<file path="src/rtl/ssd_scan_driver.sv">
// Time-multiplexed seven-segment scan driver: shadow-latched hex value, per-digit dp,
// leading-zero blanking, scan enable and selectable output polarity.
module ssd_scan_driver #(
    parameter int unsigned NUM_DIGITS  = 4,
    parameter int unsigned REFRESH_DIV = 50000,
    parameter bit          ACTIVE_LOW  = 1'b1,
    localparam int unsigned IDX_W      = (NUM_DIGITS > 1) ? $clog2(NUM_DIGITS) : 1
) (
    input  logic                    clk,
    input  logic                    reset,
    input  logic [4*NUM_DIGITS-1:0] value,
    input  logic [NUM_DIGITS-1:0]   dp_in,
    input  logic                    load,
    input  logic                    enable,
    input  logic                    blank_lz,
    output logic [6:0]              seg_out,
    output logic                    dp_out,
    output logic [NUM_DIGITS-1:0]   an_out,
    output logic [IDX_W-1:0]        digit_idx
);

    localparam int unsigned CNT_W = (REFRESH_DIV > 1) ? $clog2(REFRESH_DIV) : 1;
    localparam logic [CNT_W-1:0] CNT_MAX = CNT_W'(REFRESH_DIV - 1);
    localparam logic [IDX_W-1:0] IDX_MAX = IDX_W'(NUM_DIGITS - 1);
    localparam logic [6:0]            SEG_POL = ACTIVE_LOW ? 7'h7F : 7'h00;
    localparam logic [NUM_DIGITS-1:0] AN_POL  = {NUM_DIGITS{ACTIVE_LOW}};

    logic [4*NUM_DIGITS-1:0] shadow;
    logic [NUM_DIGITS-1:0]   dp_shadow;
    logic [CNT_W-1:0]        cnt;

    logic [NUM_DIGITS-1:0]   zero_from;
    logic                    all_zero;
    logic [3:0]              cur_digit;
    logic                    cur_dp;
    logic                    cur_blank;
    logic [6:0]              seg_on_c;
    logic                    dp_on_c;
    logic [NUM_DIGITS-1:0]   an_on_c;

    // Active-low segment patterns, bit6 = g ... bit0 = a.
    function automatic logic [6:0] decode_low(input logic [3:0] d);
        logic [6:0] p;
        case (d)
            4'h0: p = 7'b1000000;
            4'h1: p = 7'b1111001;
            4'h2: p = 7'b0100100;
            4'h3: p = 7'b0110000;
            4'h4: p = 7'b0011001;
            4'h5: p = 7'b0010010;
            4'h6: p = 7'b0000010;
            4'h7: p = 7'b1111000;
            4'h8: p = 7'b0000000;
            4'h9: p = 7'b0010000;
            4'hA: p = 7'b0001000;
            4'hB: p = 7'b0000011;
            4'hC: p = 7'b1000110;
            4'hD: p = 7'b0100001;
            4'hE: p = 7'b0000110;
            default: p = 7'b0001110;
        endcase
        return p;
    endfunction

    // Next output values in asserted-high form; polarity is applied at the register.
    always_comb begin
        zero_from = '0;
        all_zero  = 1'b1;
        cur_digit = 4'h0;
        cur_dp    = 1'b0;
        cur_blank = 1'b0;
        an_on_c   = '0;
        seg_on_c  = 7'h00;
        dp_on_c   = 1'b0;
        for (int i = NUM_DIGITS - 1; i >= 0; i--) begin
            all_zero     = all_zero && (shadow[4*i +: 4] == 4'h0);
            zero_from[i] = all_zero;
        end
        for (int i = 0; i < NUM_DIGITS; i++) begin
            if (digit_idx == IDX_W'(i)) begin
                cur_digit  = shadow[4*i +: 4];
                cur_dp     = dp_shadow[i];
                cur_blank  = (i > 0) && blank_lz && zero_from[i];
                an_on_c[i] = 1'b1;
            end
        end
        if (enable) begin
            dp_on_c  = cur_dp;
            seg_on_c = cur_blank ? 7'h00 : ~decode_low(cur_digit);
        end else begin
            an_on_c = '0;
        end
    end

    always_ff @(posedge clk) begin
        if (reset) begin
            shadow    <= '0;
            dp_shadow <= '0;
            cnt       <= '0;
            digit_idx <= '0;
            seg_out   <= SEG_POL;
            dp_out    <= ACTIVE_LOW;
            an_out    <= AN_POL;
        end else begin
            if (load) begin
                shadow    <= value;
                dp_shadow <= dp_in;
            end
            if (enable) begin
                if (cnt == CNT_MAX) begin
                    cnt       <= '0;
                    digit_idx <= (digit_idx == IDX_MAX) ? '0 : digit_idx + IDX_W'(1);
                end else begin
                    cnt <= cnt + CNT_W'(1);
                end
            end
            seg_out <= seg_on_c ^ SEG_POL;
            dp_out  <= dp_on_c ^ ACTIVE_LOW;
            an_out  <= an_on_c ^ AN_POL;
        end
    end

endmodule

</file>
<file path="config.mk">
export PLATFORM = sky130hd
export DESIGN_NAME = ssd_scan_driver
export DESIGN_NICKNAME = d
export VERILOG_FILES = /design/src/rtl/ssd_scan_driver.sv
export SDC_FILE = /design/constraint.sdc
export NUM_CORES = 1
export LEC_CHECK = 0
export CAP_MARGIN = 40
export CELL_PAD_IN_SITES_DETAIL_PLACEMENT = 0
export CELL_PAD_IN_SITES_GLOBAL_PLACEMENT = 1
export CORE_UTILIZATION = 40
export DETAILED_ROUTE_END_ITERATION = 6
export HOLD_SLACK_MARGIN = 0.12
export PLACE_DENSITY_LB_ADDON = 0.05
export SETUP_SLACK_MARGIN = 0.05
export SLEW_MARGIN = 20
export SYNTH_ARGS = -nofsm -noshare
export SYNTH_HDL_FRONTEND = slang
export SYNTH_SLANG_ARGS = --single-unit
</file>
<file path="constraint.sdc">
create_clock -name clk -period 5.2 [get_ports clk]
set_clock_uncertainty 0.2 [all_clocks]
set_input_delay 0.78 -clock clk [delete_from_list [all_inputs] [get_ports clk]]
set_output_delay 0.78 -clock clk [all_outputs]
set_load 0.005 [all_outputs]
</file>
==> results of run 1 <==
power by group through the flow:
stage               clock network [W]  registers, W  logic [W]
CTS                          0.000239      0.000407  0.0000819
global placement                    0      0.000415  0.0000827
finish                       0.000231      0.000406  0.0000811
global route                 0.000251      0.000409  0.0000911
floorplan                           0      0.000414  0.0000461
detailed placement                  0      0.000416  0.0000814
metrics by stage:
stage,std cells,total power [W]
global placement,346,0.000498
global route,354,0.000751
floorplan,245,0.000460
finish,354,0.000719
CTS,354,0.000728
detailed placement,346,0.000497
final timing paths:
check | end | slack, ns | from | cells past startpoint
hold / removal | shadow[12]$_SDFFE_PP0P_ | 0.30 | shadow[12]$_SDFFE_PP0P_ | 2
setup reg to reg | seg_out[3]$_SDFF_PP1_ | 2.14 | digit_idx[1]$_SDFFE_PP0P_ | 10
hold reg to reg | shadow[12]$_SDFFE_PP0P_ | 0.30 | shadow[12]$_SDFFE_PP0P_ | 2
setup / recovery | seg_out[3]$_SDFF_PP1_ | 2.14 | digit_idx[1]$_SDFFE_PP0P_ | 10
final cells by class:
type	instances	area, sq um
inverters	7	26.3
repair buffers	40	390
clock buffers	7	86.3
flip-flops and latches	50	1000
fillers	552	2690
well taps	72	90.1
multi-input cells	177	1190
clock inverters	1	5.00
logic make-up (layout without fill, tap and decap cells):
family | count (synthesis) | after routing | synth area share (%)
compound gates | 25 | 25 | 7.78
xor+xnor | 15 | 15 | 5.79
fa+ha+maj | 11 | 11 | 6.07
buf+inv | 18 | 55 | 3.47
flops | 50 | 50 | 44.1
mux | 23 | 23 | 10.2
simple gates | 103 | 103 | 22.6
tightest hold or removal path, cell delays in order, from the launching register on:
cell and delay [ns]:
dfxtp_1 0.33, mux2i_1 0.06, nor2_1 0.07
routing by layer:
| layer | up-vias | part of all wire [%] |
|---|---|---|
| li1 | 912 | - |
| met1 | 821 | 47 |
| met2 | 32 | 48 |
| met3 | 10 | 3.9 |
| met4 | 0 | 1.7 |
| met5 | - | 0 |
flip-flops by register name (all words and copies together) (netlist names):
name,flops
an_out,4
cnt,16
digit_idx,2
dp_out,1
dp_shadow,4
seg_out,7
shadow,16
cell usage in the layout, fill, tap and decap left out, types with 2 or more instances in the layout:
cell	count
and4_2	2
dfxtp_1	50
nor4_1	2
inv_1	7
buf_4	2
nand4_1	2
nor2b_1	7
mux2i_1	22
xnor2_1	5
nor3b_1	3
a21oi_1	7
ha_1	11
clkdlybuf4s50_1	37
or3_1	2
xor2_1	10
o21ai_0	2
o221ai_1	2
clkbuf_8	6
nand2_1	19
and3_1	3
nand3b_1	3
nor2_1	43
a22oi_1	2
nand3_1	8
and4_1	2
==> flow_summary.yaml, run 1 <==
synth:
  synth_nets: 281
  syn_inst: 245
  synth_edf_count: 0
  synth_area_leader_cell: "dfxtp_1"
  ys_ff_latch: 50
  synth_cell_types: 46
  syn_avg_cell_area_sq_um: 9.26
  synth_seq_area_share_pct: 44.1
  synth_area_leaders: "dfxtp_1 (44%), mux2i_1 (9.7%), nor2_1 (7.1%)"
  synthArstFlopShare_pct: 0
  syn_area_sq_um: 2270
  synth-main-ff-cell: "dfxtp_1"
  synth_common_cells: "dfxtp_1 (50), nor2_1 (43), mux2i_1 (22), nand2_1 (19), ha_1 (11)"
  synth_top_area_share_pct: 44.1
  synth.most_common_cell: "dfxtp_1"
  yosysWarningCount: 0
drt:
  wirelength_microns: 4680
  wire_per_inst_microns: 13.2
  drc: 0
  drt_iter0_markers: 90
  antenna_left: 0
  via_per_inst: 5.01
  drtPass1Iterations: 4
  via_count: 1775
timing:
  timing.slew.headroom_pct: 48.9
  slew_violations: 0
  hold_violations: 0
  min_period_ns: 3.06
  setup_violations: 0
  tightest_slew_ns: 0.767
  fin_tns_setup_ns: 0
  rsz0062_at_grt: "no"
  layout_setup_ws_ns: 2.14
  clock.fmax_mhz: 327
  fin_crit_sh_pct: 58.9
  whs_ns: 0.299
clock_network:
  clockBufferDepth: 2
  cts_resized: 0
  numCtsBuffers: 5
  cts_hold_buf: 0
  clock_latency_ns: 0.31
  h-tree-depth: 2
  cts.sinks: 50
  cts_tree: "done"
  path_clk_slew_ns: 0.08
  cts_root_buffer: "clkbuf_8"
  post_cts_buffers: 0
floorplan:
  die_w_microns: 77.3
  die_y_microns: 77.3
  io_pins: 39
  core_area_sq_um: 5470
  start_util_pct: 41.4
  die-area_sq_um: 5980
  placementRows: 27
pwr:
  p_switching_w: 0.000168
  p_int_w: 0.000550
  pwr-share-comb_pct: 11.3
  swShare_pct: 23.4
  vdd_drop_max_mv: 0.184
  power.leakage_nw: 1.11
  power_density_nw_per_um2: 258
  clockPowerShare_pct: 32.1
  p_seq_share_pct: 56.6
critical_path:
  crit_slowest_cell: "a221oi_1"
  crit_type: "reg -> reg"
  path_cells: "inv_1 -> ha_1 -> nor2b_1 -> a22oi_1 -> a221oi_1 -> inv_1 -> ha_1 -> nor2_1 -> a211oi_1 -> o21ai_0"
  cp_max_fo: 11
  cpPeakStageDelay_ns: 0.70
  cp_top_family: "compound AO/OA/AOI/OAI gates"
  start_kind: "register"
  worst_ep_required_time_ns: 5.16
  cp_data_arrival_time_ns: 3.02
  crit_path_end_kind: "register"
  critPathBufInv: 2
run_status:
  status: "finished, final reports clean"
global_routing:
  grt_antenna_before_repair: 0
  grt-ovfl-total: 0
  gr-usage-met3_pct: 3.81
  grt_pass1_wl_microns: 7890
  grtUsageMet1_pct: 20.6
  grt_max_degree: 26
  grt_pass1_vias: 1675
  globalRouteMet2Util_pct: 28.6
  track_usage_pct: 16.9
  grt_busiest_layer: "met2"
final_layout:
  utilization_pct: 50.9
  areaGrowthSynthToFinish_pct: 22.9
  finalNetCount: 317
  n_antenna_cell: 0
  design_area_sq_um: 2790
  drive_gt1_share_pct: 5.32
worst_hold_path:
  hold_path_class: "reg -> reg"
placement:
  dpl_cell_area_sq_um: 2700
  io_buffers: 38
  place_ws_ns: 2.13
  globalplace.congestion: 0.778
  hpwl_microns: 3340
flow_run:
  drv_cap: 0
Power figures use the tool's default switching activity.
==> run 2: changes to the inputs <==
--- a/config.mk
+++ b/config.mk
@@ -8,7 +8,7 @@
 export CAP_MARGIN = 40
 export CELL_PAD_IN_SITES_DETAIL_PLACEMENT = 0
 export CELL_PAD_IN_SITES_GLOBAL_PLACEMENT = 1
-export CORE_UTILIZATION = 40
+export CORE_UTILIZATION = 36
 export DETAILED_ROUTE_END_ITERATION = 6
 export HOLD_SLACK_MARGIN = 0.12
 export PLACE_DENSITY_LB_ADDON = 0.05
==> constraint.sdc (replaced) <==
create_clock -name clk -period 2.7 [get_ports clk]
set_clock_uncertainty 0.2 [all_clocks]
set_input_delay 0.405 -clock clk [delete_from_list [all_inputs] [get_ports clk]]
set_output_delay 0.405 -clock clk [all_outputs]
set_load 0.005 [all_outputs]
==> run 2 against run 1 <==
Against the previous run: critical endpoint unchanged; wire length up 2.9%; setup slack got worse by 1.9 ns; via count stayed put; cell count increased by 3.7%; count of clock-buffer cells in the layout stayed put; global-route usage is 0.66 points lower; largest cell class unchanged; die area up 11%.
==> flow_summary.yaml, run 2 (synthesis results as in run 1) <==
pwr:
  p_seq_share_pct: 56.0
  power_density_nw_per_um2: 485
  vdd_drop_max_mv: 0.244
  p_switching_w: 0.000330
  pwr-share-comb_pct: 11.8
  swShare_pct: 23.6
  power.leakage_nw: 1.16
  p_int_w: 0.00107
  clockPowerShare_pct: 32.1
floorplan:
  io_pins: 39
  placementRows: 28
  start_util_pct: 37.9
  die_w_microns: 81.4
  core_area_sq_um: 5990
  die_y_microns: 81.4
  die-area_sq_um: 6620
critical_path:
  ff2ff_path_depth: 10
  critical_path_depth: 10
  crit_slowest_cell: "dfxtp_2"
  worst_ep_required_time_ns: 2.66
  cp_max_fo: 6
  cp_data_arrival_time_ns: 2.40
  crit_path_end_kind: "register"
  cp_top_family: "compound AO/OA/AOI/OAI gates"
  cpPeakStageDelay_ns: 0.39
  crit_type: "reg -> reg"
  path_cells: "inv_1 -> ha_1 -> nor2b_1 -> a221o_1 -> a22oi_1 -> inv_2 -> ha_1 -> mux2_2 -> nor2_1 -> o21ai_0"
  path_common_cell: "ha_1"
  critPathBufInv: 2
  start_kind: "register"
clock_network:
  numCtsBuffers: 5
  cts_resized: 0
  h-tree-depth: 2
  cts_root_buffer: "clkbuf_8"
  cts_tree: "done"
  path_clk_slew_ns: 0.09
  clock_latency_ns: 0.30
  cts.sinks: 50
  cts_hold_buf: 0
  clockBufferDepth: 2
  post_cts_buffers: 0
timing:
  hold_violations: 0
  layout_setup_ws_ns: 0.266
  timing.slew.headroom_pct: 65.4
  setup_violations: 0
  clock.fmax_mhz: 411
  rsz0062_at_grt: "no"
  fin_tns_setup_ns: 0
  slew_violations: 0
  tightest_slew_ns: 0.518
  min_period_ns: 2.43
  fin_crit_sh_pct: 90.2
global_routing:
  grt_pass1_vias: 1688
  grt_antenna_before_repair: 0
  grt-ovfl-total: 0
  grt_max_degree: 25
  grt_pass1_wl_microns: 8010
  track_usage_pct: 16.3
drt:
  via_count: 1775
  wire_per_inst_microns: 13.1
  m1WireLength_microns: 2420
  antenna_left: 0
  via_per_inst: 4.84
  drc: 0
  drtPass1Iterations: 4
  wl_met3_microns: 209
  top_layer: "met4"
  wirelength_microns: 4820
  drt_iter0_markers: 83
  route.met2.wl_microns: 2100
final_layout:
  fillers: 582
  drive_gt1_share_pct: 9.93
  n_antenna_cell: 0
  finalNetCount: 327
  final_common_cell: "dfxtp_1"
  final_cell_mix: "dfxtp_1 (48), nor2_1 (43), clkdlybuf4s50_1 (38), mux2i_1 (22), nand2_1 (19)"
  areaGrowthSynthToFinish_pct: 27.1
  top_regs: "cnt (16), shadow (16), seg_out (7)"
flow_run:
  drv_cap: 0
run_status:
  status: "finished, final reports clean"
placement:
  globalplace.congestion: 0.756
  hpwl_microns: 3440
  io_buffers: 38
  place_ws_ns: 0.192
worst_hold_path:
  hold_path_class: "reg -> reg"
  hold_depth: 2
[run 2: cell type report]
type                       instances  area (sq um)  share of cell area, %
sequential                        50          1000                   34.8
clock buffer                       7          86.3                   2.99
timing repair buffer              50           470                   16.3
clock inverter                     1          5.00                  0.174
tap                               75          93.8                   3.26
multi-input combinational        177          1200                   41.5
inverter                           7          26.3                  0.911
[run 2: metrics by stage]
step | std cells | area, sq um | total power, W | utilization (%) | hold WS (ns)
6_report | 367 | 2880 | 0.00140 | 48.1 | 0.302
5_1_grt | 367 | 2880 | 0.00148 | 48.1 | 0.341
4_1_cts | 367 | 2880 | 0.00143 | 48.0 | 0.311
3_5_place_dp | 359 | 2790 | 0.000967 | 46.5 | 0.287
3_3_place_gp | 359 | 2790 | 0.000968 | 46.5 | 0.275
2_1_floorplan | 245 | 2270 | 0.000886 | - | 0.260
[run 2: final timing paths]
path | from | end | slack [ns]
hold / removal | dp_shadow[2]$_SDFFE_PP0P_ | dp_shadow[2]$_SDFFE_PP0P_ | 0.30
setup / recovery | digit_idx[0]$_SDFFE_PP0P_ | seg_out[3]$_SDFF_PP1_ | 0.27
setup reg to reg | digit_idx[0]$_SDFFE_PP0P_ | seg_out[3]$_SDFF_PP1_ | 0.27
hold reg to reg | dp_shadow[2]$_SDFFE_PP0P_ | dp_shadow[2]$_SDFFE_PP0P_ | 0.30
[run 2: metal layers]
metal | vias up | GRT usage [%]
li1 | 934 | -
met1 | 804 | 20.8
met2 | 30 | 25.2
met3 | 7 | 4.94
met4 | 0 | 6.79
met5 | - | 0
[run 2: worst reg2reg max path, stage by stage, from the launching register on]
cell and delay, ns:
dfxtp_2 0.39, inv_1 0.07, ha_1 0.20, nor2b_1 0.14
a221o_1 0.29, a22oi_1 0.23, inv_2 0.11, ha_1 0.24
mux2_2 0.27, nor2_1 0.07, o21ai_0 0.08
[run 2: power groups by stage]
stage	clock [W]	combinational [W]	sequential (W)
floorplan	0	0.0000895	0.000796
global placement	0	0.000167	0.000800
detailed placement	0	0.000166	0.000801
CTS	0.000475	0.000167	0.000784
global route	0.000503	0.000187	0.000787
finish	0.000450	0.000165	0.000783
